--- config.mk ---
export PLATFORM = sky130hd
export DESIGN_NAME = cic_i_flat
export DESIGN_NICKNAME = d
export VERILOG_FILES = /design/src/rtl/cic_i_if.sv /design/src/rtl/cic_i.sv /design/src/flat_wrapper.sv
export SDC_FILE = /design/constraint.sdc
export NUM_CORES = 2
export LEC_CHECK = 0
export CAP_MARGIN = 0
export CORE_UTILIZATION = 59
export CTS_CLUSTER_DIAMETER = 100
export DETAILED_ROUTE_END_ITERATION = 16
export GPL_TIMING_DRIVEN = 0
export PLACE_DENSITY = 0.78
export SLEW_MARGIN = 15
export SYNTH_ARGS = -nofsm -noshare
export SYNTH_HDL_FRONTEND = slang
export SYNTH_SLANG_ARGS = --single-unit
--- constraint.sdc ---
create_clock -name clk -period 4.2 [get_ports clk]
set_input_delay 0.84 -clock clk [delete_from_list [all_inputs] [get_ports clk]]
set_output_delay 0.84 -clock clk [all_outputs]
set_load 0.03 [all_outputs]
--- src/rtl/cic_i_if.sv ---
// cic_i_if: strobed sample-stream bundle between upstream DSP, cic_i and the DAC/upconverter side
interface cic_i_if #(
    parameter int INP_DW = 17,
    parameter int OUT_DW = 14
);
    logic signed [INP_DW-1:0] inp_samp_data;
    logic                     inp_samp_str;
    logic signed [OUT_DW-1:0] out_samp_data;
    logic                     out_samp_str;
    logic                     overrun;

    modport master (
        output inp_samp_data, inp_samp_str,
        input  out_samp_data, out_samp_str, overrun
    );

    modport slave (
        input  inp_samp_data, inp_samp_str,
        output out_samp_data, out_samp_str, overrun
    );
endinterface

--- src/rtl/cic_i.sv ---
// cic_i: CIC interpolator - CIC_N combs at the input rate, zero-stuffing by CIC_R, CIC_N integrators at the output rate.
// Optional macro CIC_I_ROUND_EN: half-up rounded, saturated output with one extra register stage
// (bypassed when OUT_DW == B_FULL). Without it the output is truncated.
module cic_i #(
    parameter int INP_DW   = 17,
    parameter int OUT_DW   = 14,
    parameter int CIC_R    = 100,
    parameter int CIC_N    = 7,
    parameter int CIC_M    = 1,
    parameter int OUT_STEP = 1
) (
    input logic    clk,
    input logic    reset_n,
    input logic    clear,
    cic_i_if.slave s
);
    // ceil(log2(v)) for gains far wider than 32 bits
    function automatic int clog2_l(input logic [255:0] v);
        int r;
        r = 0;
        for (int i = 0; i < 256; i++)
            if ((256'd1 << i) < v) r = i + 1;
        return r;
    endfunction

    // (R*M)**N / R computed exactly as M**N * R**(N-1)
    function automatic logic [255:0] gain_f();
        logic [255:0] g;
        g = 256'd1;
        for (int i = 0; i < CIC_N; i++)
            g = g * 256'(CIC_M) * 256'(i == 0 ? 1 : CIC_R);
        return g;
    endfunction

    localparam int B_FULL = INP_DW + clog2_l(gain_f());
    localparam int SW     = $clog2(CIC_R);
    localparam int TW     = OUT_STEP > 1 ? $clog2(OUT_STEP) : 1;
`ifdef CIC_I_ROUND_EN
    localparam bit RND = OUT_DW < B_FULL;
`else
    localparam bit RND = 1'b0;
`endif

    typedef enum logic {IDLE, RUN} state_t;

    state_t                   state;
    logic [SW-1:0]            slot_cnt;
    logic [TW-1:0]            step_cnt;
    logic [CIC_N:0]           vld;
    logic signed [B_FULL-1:0] x_in;
    logic signed [B_FULL-1:0] cin    [CIC_N];
    logic signed [B_FULL-1:0] cmb    [CIC_N];
    logic signed [B_FULL-1:0] dly    [CIC_N][CIC_M];
    logic signed [B_FULL-1:0] itg    [CIC_N];
    logic signed [B_FULL-1:0] itg_nx [CIC_N];
    logic signed [OUT_DW-1:0] dat;
    logic                     str;
    logic                     ovr;
    logic                     busy;
    logic                     drop;
    logic                     slot;

    // a new sample landing on a busy pipeline/burst kills the slot of that edge and ends the burst
    assign busy = state == RUN || |vld;
    assign drop = s.inp_samp_str && busy;
    assign slot = !drop && (vld[CIC_N] || (state == RUN && step_cnt == TW'(OUT_STEP - 1)));

    assign s.out_samp_data = dat;
    assign s.out_samp_str  = str;
    assign s.overrun       = ovr;

    // comb stage inputs: sign-extended sample for stage 0, previous comb output after that
    always_comb begin
        cin[0] = x_in;
        for (int i = 1; i < CIC_N; i++) cin[i] = cmb[i-1];
    end

    // integrator next values: stage 0 takes the comb output on slot 0 and zeros otherwise
    always_comb begin
        itg_nx[0] = itg[0] + (vld[CIC_N] ? cmb[CIC_N-1] : '0);
        for (int i = 1; i < CIC_N; i++) itg_nx[i] = itg[i] + itg[i-1];
    end

    // input register and comb pipeline, each stage advancing only when its valid bit arrives
    always_ff @(posedge clk or negedge reset_n) begin
        if (!reset_n) begin
            vld  <= '0;
            x_in <= '0;
            for (int i = 0; i < CIC_N; i++) begin
                cmb[i] <= '0;
                for (int m = 0; m < CIC_M; m++) dly[i][m] <= '0;
            end
        end else if (clear) begin
            vld  <= '0;
            x_in <= '0;
            for (int i = 0; i < CIC_N; i++) begin
                cmb[i] <= '0;
                for (int m = 0; m < CIC_M; m++) dly[i][m] <= '0;
            end
        end else begin
            vld <= {vld[CIC_N-1:0], s.inp_samp_str};
            if (s.inp_samp_str) x_in <= B_FULL'(s.inp_samp_data);
            for (int i = 0; i < CIC_N; i++)
                if (vld[i]) begin
                    cmb[i]    <= cin[i] - dly[i][CIC_M-1];
                    dly[i][0] <= cin[i];
                    for (int m = 1; m < CIC_M; m++) dly[i][m] <= dly[i][m-1];
                end
        end
    end

    // burst FSM: slot 0 fires on comb completion, then R-1 more slots spaced OUT_STEP clocks
    always_ff @(posedge clk or negedge reset_n) begin
        if (!reset_n) begin
            state    <= IDLE;
            slot_cnt <= '0;
            step_cnt <= '0;
            ovr      <= 1'b0;
        end else if (clear) begin
            state    <= IDLE;
            slot_cnt <= '0;
            step_cnt <= '0;
            ovr      <= 1'b0;
        end else begin
            if (drop) ovr <= 1'b1;
            if (drop) begin
                state <= IDLE;
            end else if (vld[CIC_N]) begin
                state    <= RUN;
                slot_cnt <= SW'(1);
                step_cnt <= '0;
            end else if (state == RUN) begin
                if (step_cnt == TW'(OUT_STEP - 1)) begin
                    step_cnt <= '0;
                    slot_cnt <= slot_cnt + SW'(1);
                    if (slot_cnt == SW'(CIC_R - 1)) state <= IDLE;
                end else begin
                    step_cnt <= step_cnt + TW'(1);
                end
            end
        end
    end

    // integrators update once per slot and hold in between; wrap-around is intended
    always_ff @(posedge clk or negedge reset_n) begin
        if (!reset_n) begin
            for (int i = 0; i < CIC_N; i++) itg[i] <= '0;
        end else if (clear) begin
            for (int i = 0; i < CIC_N; i++) itg[i] <= '0;
        end else if (slot) begin
            itg <= itg_nx;
        end
    end

    if (RND) begin : g_rnd
        localparam int SH = B_FULL - OUT_DW - 1;
        logic signed [B_FULL-1:0] hold;
        logic                     hold_str;
        logic [B_FULL:0]          sum;

        assign sum = {hold[B_FULL-1], hold} + ((B_FULL + 1)'(1) << SH);

        // capture the new integrator value on the slot, round half-up and saturate one clock later
        always_ff @(posedge clk or negedge reset_n) begin
            if (!reset_n) begin
                hold     <= '0;
                hold_str <= 1'b0;
                dat      <= '0;
                str      <= 1'b0;
            end else if (clear) begin
                hold     <= '0;
                hold_str <= 1'b0;
                dat      <= '0;
                str      <= 1'b0;
            end else begin
                if (slot) hold <= itg_nx[CIC_N-1];
                hold_str <= slot;
                if (hold_str)
                    dat <= sum[B_FULL] != sum[B_FULL-1] ? {1'b0, {(OUT_DW-1){1'b1}}} : sum[B_FULL-1 -: OUT_DW];
                str <= hold_str;
            end
        end
    end else begin : g_trunc
        // register the truncated MSBs of the new last-integrator value on the slot edge
        always_ff @(posedge clk or negedge reset_n) begin
            if (!reset_n) begin
                dat <= '0;
                str <= 1'b0;
            end else if (clear) begin
                dat <= '0;
                str <= 1'b0;
            end else begin
                if (slot) dat <= itg_nx[CIC_N-1][B_FULL-1 -: OUT_DW];
                str <= slot;
            end
        end
    end
endmodule

--- src/flat_wrapper.sv ---
// flat-port wrapper written by rule: the top's interface ports become plain ports
module cic_i_flat 
#(
    parameter int INP_DW   = 17,
    parameter int OUT_DW   = 14,
    parameter int CIC_R    = 100,
    parameter int CIC_N    = 7,
    parameter int CIC_M    = 1,
    parameter int OUT_STEP = 1
)
  (clk, reset_n, clear, s_inp_samp_data, s_inp_samp_str, s_out_samp_data, s_out_samp_str, s_overrun);
  cic_i_if #(.INP_DW(INP_DW), .OUT_DW(OUT_DW)) s_i ();
  input logic clk;
  input logic reset_n;
  input logic clear;
  input wire logic [$bits(s_i.inp_samp_data)-1:0] s_inp_samp_data;
  input wire logic [$bits(s_i.inp_samp_str)-1:0] s_inp_samp_str;
  output wire logic [$bits(s_i.out_samp_data)-1:0] s_out_samp_data;
  output wire logic [$bits(s_i.out_samp_str)-1:0] s_out_samp_str;
  output wire logic [$bits(s_i.overrun)-1:0] s_overrun;
  assign s_i.inp_samp_data = s_inp_samp_data;
  assign s_i.inp_samp_str = s_inp_samp_str;
  assign s_out_samp_data = s_i.out_samp_data;
  assign s_out_samp_str = s_i.out_samp_str;
  assign s_overrun = s_i.overrun;
  cic_i #(.INP_DW(INP_DW), .OUT_DW(OUT_DW), .CIC_R(CIC_R), .CIC_N(CIC_N), .CIC_M(CIC_M), .OUT_STEP(OUT_STEP)) u_core (.clk(clk), .reset_n(reset_n), .clear(clear), .s(s_i));
endmodule
==> reports/metrics.yaml <==
finalWorstSetupSlack_ns: -0.0240
synth_compound_area_share_pct: 20.4
yosysSeqAreaShare_pct: 34.2
outcome: "complete, but fails checks"
r2r_slack_ns: -0.02
grt_pass1_vias: 72700
num_vias: 77200
power.density_mw_per_mm2: 328
clock_skew_ns: 0.0305
wl_mm: 267
cp_max_fo: 7
overflow: 0
die_h_um: 386
synthMuxAreaShare_pct: 7.13
min_from: "u_core.cmb[53]"
synth_simple_gate_area_share_pct: 16.2
clock_sinks: 1190
wl_per_cell_um: 21.5
drc: 0
power_leakage_nw: 45.5
dieArea_mm2: 0.149
synth_top_family_by_area: "compound AO/OA/AOI/OAI gates"
hpwl_mm: 203
syn_avg_cell_area_um2: 8.55
ys_async_sr_fraction_pct: 100
netlist_instances: 10200
startpoint: "u_core.itg[300]"
syn-num-nets: 11000
synth_edf_count: 0
synth-xor-area-share_pct: 6.25
initial_utilization_pct: 59.6
worst_slew_pin_slew_ns: 1.34
yosys_warnings: 0
grt_pass1_wl_mm: 412
nFillCells: 12100
synth-seq-cells: 1190
worstSkewPairLatency_ns: 0.81
crit_arrival_ns: 4.90
port_buffers: 35
final-hold-violation-count: 0
r2r_cells: 13
cp_data_required_time_ns: 4.88
drt-vias-per-instance: 6.20
nets: 11200
cp-end-kind: "register"
multiInputGateArea_mm2: 0.0541
ir_worst_vdd_mv: 0.398
grt_max_degree: 159
violations: "setup timing"
finalSetupViolCount: 1
fp-row-count: 140
min_period_ns: 4.22
firstDrtPassIters: 8
cap_violations: 0
synth_cell_types: 86
place_ws_ns: -1.24
cts_htree_levels: 4
power_mw: 31.5
r2r_end: "u_core.itg[341]"
seqCellArea_mm2: 0.0298
die_w_um: 386
rsz0062_at_grt: "true"
yosys.area_share.adder_pct: 11.2
clk_pin_slew_ns: 0.06
antenna_left: 0
path_class: "register to register"
cts_tree: "done"
grtUsageTotal_pct: 35.1
synth_area_mm2: 0.0870
r2r-start: "u_core.itg[300]"
syn_to_final_growth_pct: 10.5
slew_headroom_pct: 10.7
finalMaxSlewViolations: 0
antenna_found_initial: 13
hold_class: "register to register"
core_area_mm2: 0.146
ios: 37
crit_end: "u_core.itg[341]"
drive_gt1_share_pct: 5.06
place_congestion: 0.980
cts_buffer_depth: 3
synth_flop_cell: "dfrtp_1"
critPathLaunchType: "register"
max_freq_mhz: 237
numCtsBuffers: 138
cts_root_buf: "clkbuf_16"
period_share_pct: 101
drt_iter0_drc: 7146
metal layers:
| layer | global-route usage, % | part of all wire, % | up-vias |
|---|---|---|---|
| met3 | 6.49 | 8.2 | 499 |
| met4 | 11.4 | 3.3 | 6 |
| met2 | 52.9 | 43 | 2697 |
| met1 | 50.8 | 45 | 37500 |
| met5 | 0 | 0.015 | - |
| li1 | - | - | 36500 |
metrics by stage:
step	setup TNS (ns)	hold slack, ns	util [%]	instances	cell area (um2)
2_1_floorplan	0	0.442	-	10200	87000
3_3_place_gp	-	0.464	61.5	12100	89800
4_1_cts	-0.0281	0.482	65.3	12400	95400
5_1_grt	-0.408	0.518	65.8	12400	96100
6_report	-0.0240	0.480	65.8	12400	96100
3_5_place_dp	-481.42	0.469	61.7	12100	90100
worst max-delay path, cell delays in order, from the launching register on:
cell and delay [ns]:
dfrtp_1 0.42, ha_1 0.29, clkbuf_1 0.26, nand4_1 0.19, nor3_1 0.26, nand3_1 0.21, a211oi_2 0.36, o21ai_1 0.26
a2111oi_4 0.46, o21ai_1 0.22, o21ai_2 0.26, a21oi_1 0.22, o221a_2 0.33, or3_1 0.36
synth_stat cells, types with 110 or more instances:
| cell | n | area, um2 |
|---|---|---|
| a21o_1 | 476 | 3570 |
| a21oi_1 | 950 | 4750 |
| clkbuf_1 | 416 | 1560 |
| dfrtp_1 | 1190 | 29800 |
| ha_1 | 745 | 9320 |
| inv_1 | 556 | 2090 |
| mux2i_1 | 614 | 6150 |
| nand2_1 | 1035 | 3880 |
| nand3_1 | 179 | 896 |
| nand4_1 | 132 | 826 |
| nor2_1 | 1087 | 4080 |
| nor3_1 | 110 | 551 |
| o21ai_0 | 533 | 2670 |
| xnor2_1 | 382 | 3350 |
| xor2_1 | 239 | 2090 |
worst min-delay path by stage:
stage                     cells past startpoint              to  slack [ns]
after global placement                        2  u_core.cmb[53]        0.46
final                                         2  u_core.cmb[53]        0.48
after floorplan                               2  u_core.cmb[53]        0.44
after global routing                          2  u_core.itg[28]        0.52
after detailed placement                      2  u_core.cmb[53]        0.47
after CTS                                     2  u_core.cmb[53]        0.48
cell families (layout without fill, tap and decap cells):
logic type | Yosys count | count (layout)
other | 0 | 4
AO/OA/AOI/OAI | 2814 | 2814
AND/OR/NAND/NOR | 3134 | 3134
multiplexers | 619 | 619
adder cells (fa/ha/maj) | 768 | 768
buffers and inverters | 1035 | 1375
flip-flops | 1190 | 1190
XOR/XNOR | 621 | 621
placed cells by master (no fill, tap or decap), types with 25 or more instances in the layout:
| cell | Yosys | layout |
|---|---|---|
| a31oi_1 | 96 | 91 |
| a21o_1 | 476 | 475 |
| or2_2 | 26 | 25 |
| o211ai_1 | 57 | 57 |
| clkbuf_8 | 0 | 26 |
| nand2_1 | 1035 | 1033 |
| a211oi_1 | 98 | 92 |
| a21boi_0 | 27 | 26 |
| buf_4 | 14 | 56 |
| clkdlybuf4s50_1 | 0 | 34 |
| a22o_1 | 38 | 37 |
| clkbuf_16 | 0 | 139 |
| xor2_1 | 239 | 237 |
| o21a_1 | 95 | 94 |
| buf_1 | 47 | 42 |
| clkbuf_2 | 1 | 25 |
| o21ai_1 | 30 | 31 |
| nor2b_1 | 106 | 106 |
| nand4_1 | 132 | 132 |
| nor4_1 | 34 | 29 |
| and2_1 | 94 | 86 |
| nand3_1 | 179 | 179 |
| o31ai_1 | 36 | 31 |
| nor3_1 | 110 | 108 |
| nand2b_1 | 108 | 108 |
| o21ai_0 | 533 | 516 |
| nor2_1 | 1087 | 1084 |
| and3_1 | 74 | 72 |
| mux2i_1 | 614 | 613 |
| inv_1 | 556 | 556 |
| a21oi_1 | 950 | 931 |
| or3_1 | 51 | 51 |
| dfrtp_1 | 1190 | 1187 |
| xnor2_1 | 382 | 382 |
| ha_1 | 745 | 726 |
| clkbuf_1 | 416 | 408 |
| o21bai_1 | 101 | 101 |
power breakdown:
group          switching (mW)  total [mW]  internal, mW
combinational            4.07        6.76          2.69
clock                    5.33        12.9          7.59
sequential              0.209        11.9          11.7
total                    9.61        31.5          21.9
registers in the layout, indices dropped and copies added, names as in the netlist:
name                    flops
u_core.slot_cnt             7
u_core.itg                385
u_core.dly                358
u_core.x_in                17
u_core.s.out_samp_data     14
u_core.state                1
u_core.cin                341
u_core.s.out_samp_str       1
u_core.s.overrun            1
u_core.cmb                 57
u_core.vld                  8
layout make-up:
type / instances / area share (%)
plain buffers: 474 / 1.98
well taps: 1917 / 2.49
repair buffers: 91 / 1.03
multi-input cells: 7956 / 56.2
inverters: 556 / 2.17
diodes: 4 / 0.0104
flip-flops and latches: 1190 / 31.0
clock inverters: 65 / 1.00
clock buffers: 189 / 4.08
timing repair:
item,in CTS,in global routing
hold endpoints to repair,44,0
gates cloned,0,0
buffers inserted,17,27
resized for setup,74,130
setup endpoints to repair,213,111
pin swaps,12,39
hold buffers,1,0
(Power assumes the default switching activity.)
